## config.mk

```make
export PLATFORM = sky130hd
export DESIGN_NAME = reg_wr_arbiter
export DESIGN_NICKNAME = d
export VERILOG_FILES = /design/src/rtl/reg_if_pkg.sv /design/src/rtl/rr_arb2.sv /design/src/rtl/reg_wr_arbiter.sv
export SDC_FILE = /design/constraint.sdc
export NUM_CORES = 1
export LEC_CHECK = 0
export BUFFER_PORTS_ARGS = -buffer_cell sky130_fd_sc_hd__buf_2
export CAP_MARGIN = 20
export CORE_ASPECT_RATIO = 0.75
export CORE_MARGIN = 5
export CORE_UTILIZATION = 43
export CTS_CLUSTER_SIZE = 16
export DETAILED_ROUTE_END_ITERATION = 10
export PLACE_DENSITY_LB_ADDON = 0.3
export SETUP_SLACK_MARGIN = 0.3
export SLEW_MARGIN = 20
export SYNTH_ARGS = -nofsm -noshare
export SYNTH_HDL_FRONTEND = slang
export SYNTH_SLANG_ARGS = --single-unit
```

## constraint.sdc

```tcl
create_clock -name clk -period 3 [get_ports clk]
set_clock_uncertainty 0.15 [all_clocks]
set_input_delay 0.3 -clock clk [delete_from_list [all_inputs] [get_ports clk]]
set_output_delay 0.3 -clock clk [all_outputs]
set_load 0.01 [all_outputs]
```

## src/rtl/reg_if_pkg.sv

```systemverilog
// Shared definitions for the register-write arbiter.
//   arb_state_e   : arbiter FSM states (IDLE, BUSY)
//   REG_STRB_W    : default byte-strobe width for a 32-bit data path
//   tmo_cnt_width : number of bits needed to hold count values 0..timeout-1
package reg_if_pkg;

    typedef enum logic {
        IDLE = 1'b0,
        BUSY = 1'b1
    } arb_state_e;

    localparam int REG_DATA_W = 32;
    localparam int REG_STRB_W = REG_DATA_W / 8;

    // clog2(timeout), never less than 1 so the counter always has a bit
    function automatic int tmo_cnt_width(input int timeout);
        int w;
        w = 1;
        while ((1 << w) < timeout) begin
            w = w + 1;
        end
        return w;
    endfunction

endpackage

```

## src/rtl/rr_arb2.sv

```systemverilog
// Two-input round-robin picker, purely combinational.
//   i_req        : request vector {req1, req0}
//   i_ptr        : preferred requester when both request
//   o_gnt_onehot : one-hot grant, all zero when nobody requests
//   o_gnt_id     : index of the granted requester (0 when nobody requests)
// The pointer register lives in the parent.
module rr_arb2
    import reg_if_pkg::*;
(
    input  logic [1:0] i_req,
    input  logic       i_ptr,
    output logic [1:0] o_gnt_onehot,
    output logic       o_gnt_id
);

    always_comb begin
        o_gnt_onehot = 2'b00;
        o_gnt_id     = 1'b0;
        case (i_req)
            2'b01: begin
                o_gnt_onehot = 2'b01;
                o_gnt_id     = 1'b0;
            end
            2'b10: begin
                o_gnt_onehot = 2'b10;
                o_gnt_id     = 1'b1;
            end
            2'b11: begin
                o_gnt_onehot = i_ptr ? 2'b10 : 2'b01;
                o_gnt_id     = i_ptr;
            end
            default: begin
                o_gnt_onehot = 2'b00;
                o_gnt_id     = 1'b0;
            end
        endcase
    end

endmodule

```

## src/rtl/reg_wr_arbiter.sv

```systemverilog
// Round-robin arbiter for one register-bank write port shared by two
// requesters (s0: AXI-lite write bridge, s1: core-side status updater).
// One write is in flight at a time; every write takes at least one BUSY
// cycle followed by one IDLE cycle.
//
// Ports:
//   clk, rst                 : clock, asynchronous active-high reset
//   s<i>_reg_wr_addr/data/strb/en : requester payload and request
//   s<i>_reg_wr_wait         : request pending and not yet acked
//   s<i>_reg_wr_ack          : one-cycle completion pulse to the requester
//   m_reg_wr_addr/data/strb/en : downstream write, payload latched at grant
//   m_reg_wr_wait            : downstream stall (freezes the timeout)
//   m_reg_wr_ack             : downstream completion (passed through same cycle)
//   grant_id                 : current/last granted requester
//   timeout_err              : sticky, set when a grant ended by timeout
//
// Build option REG_WR_ARB_TIMEOUT_EN: when defined, a grant that sees
// TIMEOUT non-stalled cycles without ack is completed by the arbiter itself.
// When undefined, BUSY waits for m_reg_wr_ack indefinitely and timeout_err is 0.
module reg_wr_arbiter
    import reg_if_pkg::*;
#(
    parameter int ADDR_WIDTH = 40,
    parameter int DATA_WIDTH = 32,
    parameter int STRB_WIDTH = REG_STRB_W,   // must equal DATA_WIDTH/8
    parameter int TIMEOUT    = 4             // must be >= 2
) (
    input  logic                  clk,
    input  logic                  rst,
    input  logic [ADDR_WIDTH-1:0] s0_reg_wr_addr,
    input  logic [DATA_WIDTH-1:0] s0_reg_wr_data,
    input  logic [STRB_WIDTH-1:0] s0_reg_wr_strb,
    input  logic                  s0_reg_wr_en,
    output logic                  s0_reg_wr_wait,
    output logic                  s0_reg_wr_ack,
    input  logic [ADDR_WIDTH-1:0] s1_reg_wr_addr,
    input  logic [DATA_WIDTH-1:0] s1_reg_wr_data,
    input  logic [STRB_WIDTH-1:0] s1_reg_wr_strb,
    input  logic                  s1_reg_wr_en,
    output logic                  s1_reg_wr_wait,
    output logic                  s1_reg_wr_ack,
    output logic [ADDR_WIDTH-1:0] m_reg_wr_addr,
    output logic [DATA_WIDTH-1:0] m_reg_wr_data,
    output logic [STRB_WIDTH-1:0] m_reg_wr_strb,
    output logic                  m_reg_wr_en,
    input  logic                  m_reg_wr_wait,
    input  logic                  m_reg_wr_ack,
    output logic                  grant_id,
    output logic                  timeout_err
);

    arb_state_e            r_state, w_state_next;
    logic                  r_grant, w_grant_next;
    logic                  r_ptr, w_ptr_next;
    logic                  r_tmo_err, w_tmo_err_next;
    logic [ADDR_WIDTH-1:0] r_addr, w_addr_next;
    logic [DATA_WIDTH-1:0] r_data, w_data_next;
    logic [STRB_WIDTH-1:0] r_strb, w_strb_next;

    logic [1:0] w_req;
    logic [1:0] w_gnt_onehot;
    logic       w_gnt_id;
    logic       w_tmo_hit;
    logic       w_done;

    assign w_req = {s1_reg_wr_en, s0_reg_wr_en};

    rr_arb2 u_pick (
        .i_req        (w_req),
        .i_ptr        (r_ptr),
        .o_gnt_onehot (w_gnt_onehot),
        .o_gnt_id     (w_gnt_id)
    );

`ifdef REG_WR_ARB_TIMEOUT_EN
    localparam int                CNT_W    = tmo_cnt_width(TIMEOUT);
    localparam logic [CNT_W-1:0]  CNT_LOAD = CNT_W'(TIMEOUT - 1);

    logic [CNT_W-1:0] r_count, w_count_next;

    // Ack arriving in the same cycle the count is exhausted wins: that is a
    // normal completion, not a timeout.
    assign w_tmo_hit = (r_state == BUSY) && (r_count == '0)
                       && !m_reg_wr_ack && !m_reg_wr_wait;

    always_comb begin
        w_count_next = r_count;
        if (r_state == IDLE) begin
            if (|w_gnt_onehot) begin
                w_count_next = CNT_LOAD;
            end
        end else if (!m_reg_wr_wait && !m_reg_wr_ack && (r_count != '0)) begin
            w_count_next = r_count - 1'b1;
        end
    end

    always_ff @(posedge clk or posedge rst) begin
        if (rst) begin
            r_count <= '0;
        end else begin
            r_count <= w_count_next;
        end
    end
`else
    logic w_unused;

    assign w_tmo_hit = 1'b0;
    // Stall input and TIMEOUT only matter to the timeout counter.
    assign w_unused  = m_reg_wr_wait ^ (TIMEOUT < 2);
`endif

    assign w_done = (r_state == BUSY) && (m_reg_wr_ack || w_tmo_hit);

    always_comb begin
        w_state_next   = r_state;
        w_grant_next   = r_grant;
        w_ptr_next     = r_ptr;
        w_tmo_err_next = r_tmo_err;
        w_addr_next    = r_addr;
        w_data_next    = r_data;
        w_strb_next    = r_strb;
        case (r_state)
            IDLE: begin
                if (|w_gnt_onehot) begin
                    w_state_next = BUSY;
                    w_grant_next = w_gnt_id;
                    w_addr_next  = w_gnt_id ? s1_reg_wr_addr : s0_reg_wr_addr;
                    w_data_next  = w_gnt_id ? s1_reg_wr_data : s0_reg_wr_data;
                    w_strb_next  = w_gnt_id ? s1_reg_wr_strb : s0_reg_wr_strb;
                end
            end
            BUSY: begin
                if (w_done) begin
                    w_state_next = IDLE;
                    w_ptr_next   = ~r_grant;
                    if (w_tmo_hit) begin
                        w_tmo_err_next = 1'b1;
                    end
                end
            end
            default: begin
                w_state_next = IDLE;
            end
        endcase
    end

    always_ff @(posedge clk or posedge rst) begin
        if (rst) begin
            r_state   <= IDLE;
            r_grant   <= 1'b0;
            r_ptr     <= 1'b0;
            r_tmo_err <= 1'b0;
            r_addr    <= '0;
            r_data    <= '0;
            r_strb    <= '0;
        end else begin
            r_state   <= w_state_next;
            r_grant   <= w_grant_next;
            r_ptr     <= w_ptr_next;
            r_tmo_err <= w_tmo_err_next;
            r_addr    <= w_addr_next;
            r_data    <= w_data_next;
            r_strb    <= w_strb_next;
        end
    end

    assign m_reg_wr_en   = (r_state == BUSY);
    assign m_reg_wr_addr = r_addr;
    assign m_reg_wr_data = r_data;
    assign m_reg_wr_strb = r_strb;
    assign grant_id      = r_grant;
    assign timeout_err   = r_tmo_err;

    assign s0_reg_wr_ack  = w_done && !r_grant;
    assign s1_reg_wr_ack  = w_done &&  r_grant;
    assign s0_reg_wr_wait = s0_reg_wr_en && !s0_reg_wr_ack;
    assign s1_reg_wr_wait = s1_reg_wr_en && !s1_reg_wr_ack;

endmodule

```

==> metrics.md <==
| Metric | Value |
|---|---|
| Post-route clock period utilization | `0.653` |
| CP arrival | `2.04 ns` |
| Cells on worst reg2reg path | `4` |
| Hold worst-path end | `m_reg_wr_en$_DFF_PP0_` |
| P_leak | `2.49 nW` |
| Combinational group share of total power | `0.389` |
| Flop-to-flop setup slack | `1.04 ns` |
| Hold WC Path Type | `input port to register` |
| Vias per cell | `5.43` |
| Fin cells | `776` |
| Worst Max-Slew Pin Slew | `0.561 ns` |
| Max Cap Viol | `0` |
| Psw | `1.71 mW` |
| Fin. Hold Viols | `0` |
| Worst Hold Depth | `2` |
| Nets | `816` |
| Register bit count reported by yosys | `79` |
| HPWL after detailed placement | `8790 um` |
| Pwr Density | `866 nW/um^2` |
| Crit Reg-Reg Startpoint | `r_ptr$_DFFE_PP0P_` |
| Maximum VDD drop | `530 uV` |
| Number of setup violations in the final report | `0` |
| Yosys warnings | `0` |
| CTS Buffer Depth | `2` |
| Placed cell count | `758` |
| Post-DRT Antenna Nets | `0` |
| Int Pwr | `2.91 mW` |
| Sum Neg Setup Slack | `0 ns` |
| Critical Path Fanout Max | `62` |
| PortBufs | `238` |
| Largest net degree at the start of global routing | `81` |
| Total grt overflow | `0` |
| H-tree levels | `3` |
| Die Height | `92.3 um` |
| Area grow syn2layout | `37.2%` |
| Die Wd | `120 um` |
| Root Buffer | `clkbuf_16` |
| Antenna violations before repair | `0` |
| Num CTS Buffers | `9` |
| Layout cells sized above 1 | `0.401` |
| Number of global-route vias before repair | `4,040` |
| Top cells by area, synth | `dfrtp_1, a31oi_1, nand3_1` |
| Drt drc | `0` |
| Pins Over Slew Limit | `0` |
| Die area | `11,000 um^2` |
| Met3 Wirelength | `1020 um` |
| Register share of total power | `0.379` |
| Yosys top cell area share | `0.509` |
| Minimum clock period after layout | `1.96 ns` |
| Top sig layer | `met4` |
| Detailed Route Iter0 Violations | `307` |
| WL met1 | `4970 um` |
| Global-route wire length before repair | `19,900 um` |
| Clock transition at path regs | `0.06 ns` |
| Via count | `4,215` |
| Post-CTS Repair Setup Buffers | `0` |
| Clock Latency Late Sink | `0.33 ns` |
| GPL Wtd Cong | `0.822` |
| Post-synthesis sequential area ratio | `0.509` |
| Sink Count | `79` |
| Pre-antenna DRT Iters | `5` |
| Clock group share of total power | `0.232` |
| # rows | `30` |
| Commonest non-fill, non-tap cell in the layout | `buf_2` |
| Detailed Route WL | `12,400 um` |
| CP Launch Type | `register` |
| Initial Utilization | `0.435` |
| GR Util All Layers | `0.221` |
| Setup Crit Path Kind | `register to register` |
| Mapped cell area | `3880 um^2` |
| Syn_nets | `609` |
| Most frequent cells in the layout | `buf_2, dfrtp_1, nor2_1` |
| Rel. slew slack | `0.626` |
| Met2 Routed Length | `6120 um` |
| Post-synth top area cell | `dfrtp_1` |
| Synth cell types | `22` |
| Hold path start | `m_reg_wr_ack` |
| Mapped Cells | `451` |
| Status | `completed` |
| Core area | `8930 um^2` |
| Upper clock frequency limit | `510 MHz` |
| Io pins | `241` |
| Routed len/inst | `16.0 um` |
| Critical Path Sink Type | `register` |
| Reg2reg end | `m_reg_wr_addr[2]$_DFFE_PP0P_` |
| Avg Synthesized Cell Area | `8.61 um^2` |
| CTS tree | `built` |
| RSZ-0062 raised after global routing | `no` |
| Sw Ratio | `0.370` |
| CP required | `3.08 ns` |
## Yosys cell counts
cell      count
dfrtp_1      79
nor2_1       78
a31oi_1      76
nand3_1      76
o21ai_0      74
buf_2        20
clkbuf_1     16
buf_4         9
buf_6         5
o21ai_1       4
clkbuf_2      2
inv_1         2
a21o_1        1
a32o_1        1
and2b_1       1
and3_1        1
conb_1        1
inv_2         1
nand2_1       1
nand2b_1      1
nor2b_1       1
o21ba_1       1
## critical path, stage by stage (launching register included)
cell     delay [ns]
dfrtp_1        0.38
and2b_2        0.38
buf_4          0.53
o21ai_0        0.17
a31oi_1        0.23
## per-stage QoR
step / util / instance area (um^2) / total power, mW / hold WS (ns) / setup slack [ns]
global placement: 0.562 / 5020 / 3.53 / 0.186 / 0.954
finish: 0.596 / 5330 / 4.61 / 0.0445 / 1.04
CTS: 0.596 / 5330 / 4.67 / 0.0307 / 1.02
floorplan: - / 3880 / 2.84 / 0.258 / 0.527
global route: 0.596 / 5330 / 4.96 / 0.0586 / 0.890
detailed placement: 0.562 / 5020 / 3.58 / 0.192 / 0.870
## worst max path at each step
stage / cells after the start / startpoint / slack [ns] / end
3_3_place_gp: 5 / s1_reg_wr_en / 0.95 / m_reg_wr_addr[7]$_DFFE_PP0P_
5_1_grt: 4 / r_ptr$_DFFE_PP0P_ / 0.89 / m_reg_wr_data[8]$_DFFE_PP0P_
4_1_cts: 4 / r_ptr$_DFFE_PP0P_ / 1.02 / m_reg_wr_addr[2]$_DFFE_PP0P_
3_5_place_dp: 5 / s1_reg_wr_en / 0.87 / m_reg_wr_addr[2]$_DFFE_PP0P_
2_1_floorplan: 1 / rst / 0.53 / grant_id$_DFFE_PP0P_
6_report: 4 / r_ptr$_DFFE_PP0P_ / 1.04 / m_reg_wr_addr[2]$_DFFE_PP0P_
## repair_timing
| action | in CTS | in global routing |
|---|---|---|
| hold buffers | 1 | 0 |
| resized for setup | 0 | 0 |
| endpoints found under the setup margin | 0 | 0 |
| endpoints found under the hold margin | 27 | 0 |
## kinds of logic (layout without fill, tap and decap cells)
logic type	Yosys count	after routing	share of synthesized area
AO/OA/AOI/OAI	157	157	0.230
buffers and inverters	55	267	0.0786
flip-flops	79	79	0.509
other	1	2	0.000966
AND/OR/NAND/NOR	159	159	0.181
## state kept, by name (all words and copies together), names as in the netlist
| name | count |
|---|---|
| r_ptr | 1 |
| m_reg_wr_strb | 4 |
| grant_id | 1 |
| m_reg_wr_addr | 40 |
| m_reg_wr_en | 1 |
| m_reg_wr_data | 32 |
## layer usage
metal | track usage | vias up
li1 | - | 2039
met1 | 0.276 | 1964
met2 | 0.368 | 186
met3 | 0.0562 | 26
met4 | 0.0877 | 0
met5 | 0 | -
## power by group through the flow
stage,registers (mW),clock network [mW],logic (mW)
global route,1.81,1.15,1.99
CTS,1.75,1.10,1.82
detailed placement,1.77,0,1.82
global placement,1.74,0,1.79
floorplan,1.98,0,0.862
finish,1.75,1.07,1.80
## final cells by class
cell class	count	area (um^2)
Antenna cell	1	2.50
Inverter	3	12.5
Sequential cell	79	1980
Multi-Input combinational cell	317	1610
Clock buffer	12	246
Fill cell	817	3610
Clock inverter	4	45.0
Tap cell	112	140
Timing Repair Buffer	248	1290
Note: power is estimated with default switching activity, not from simulation.
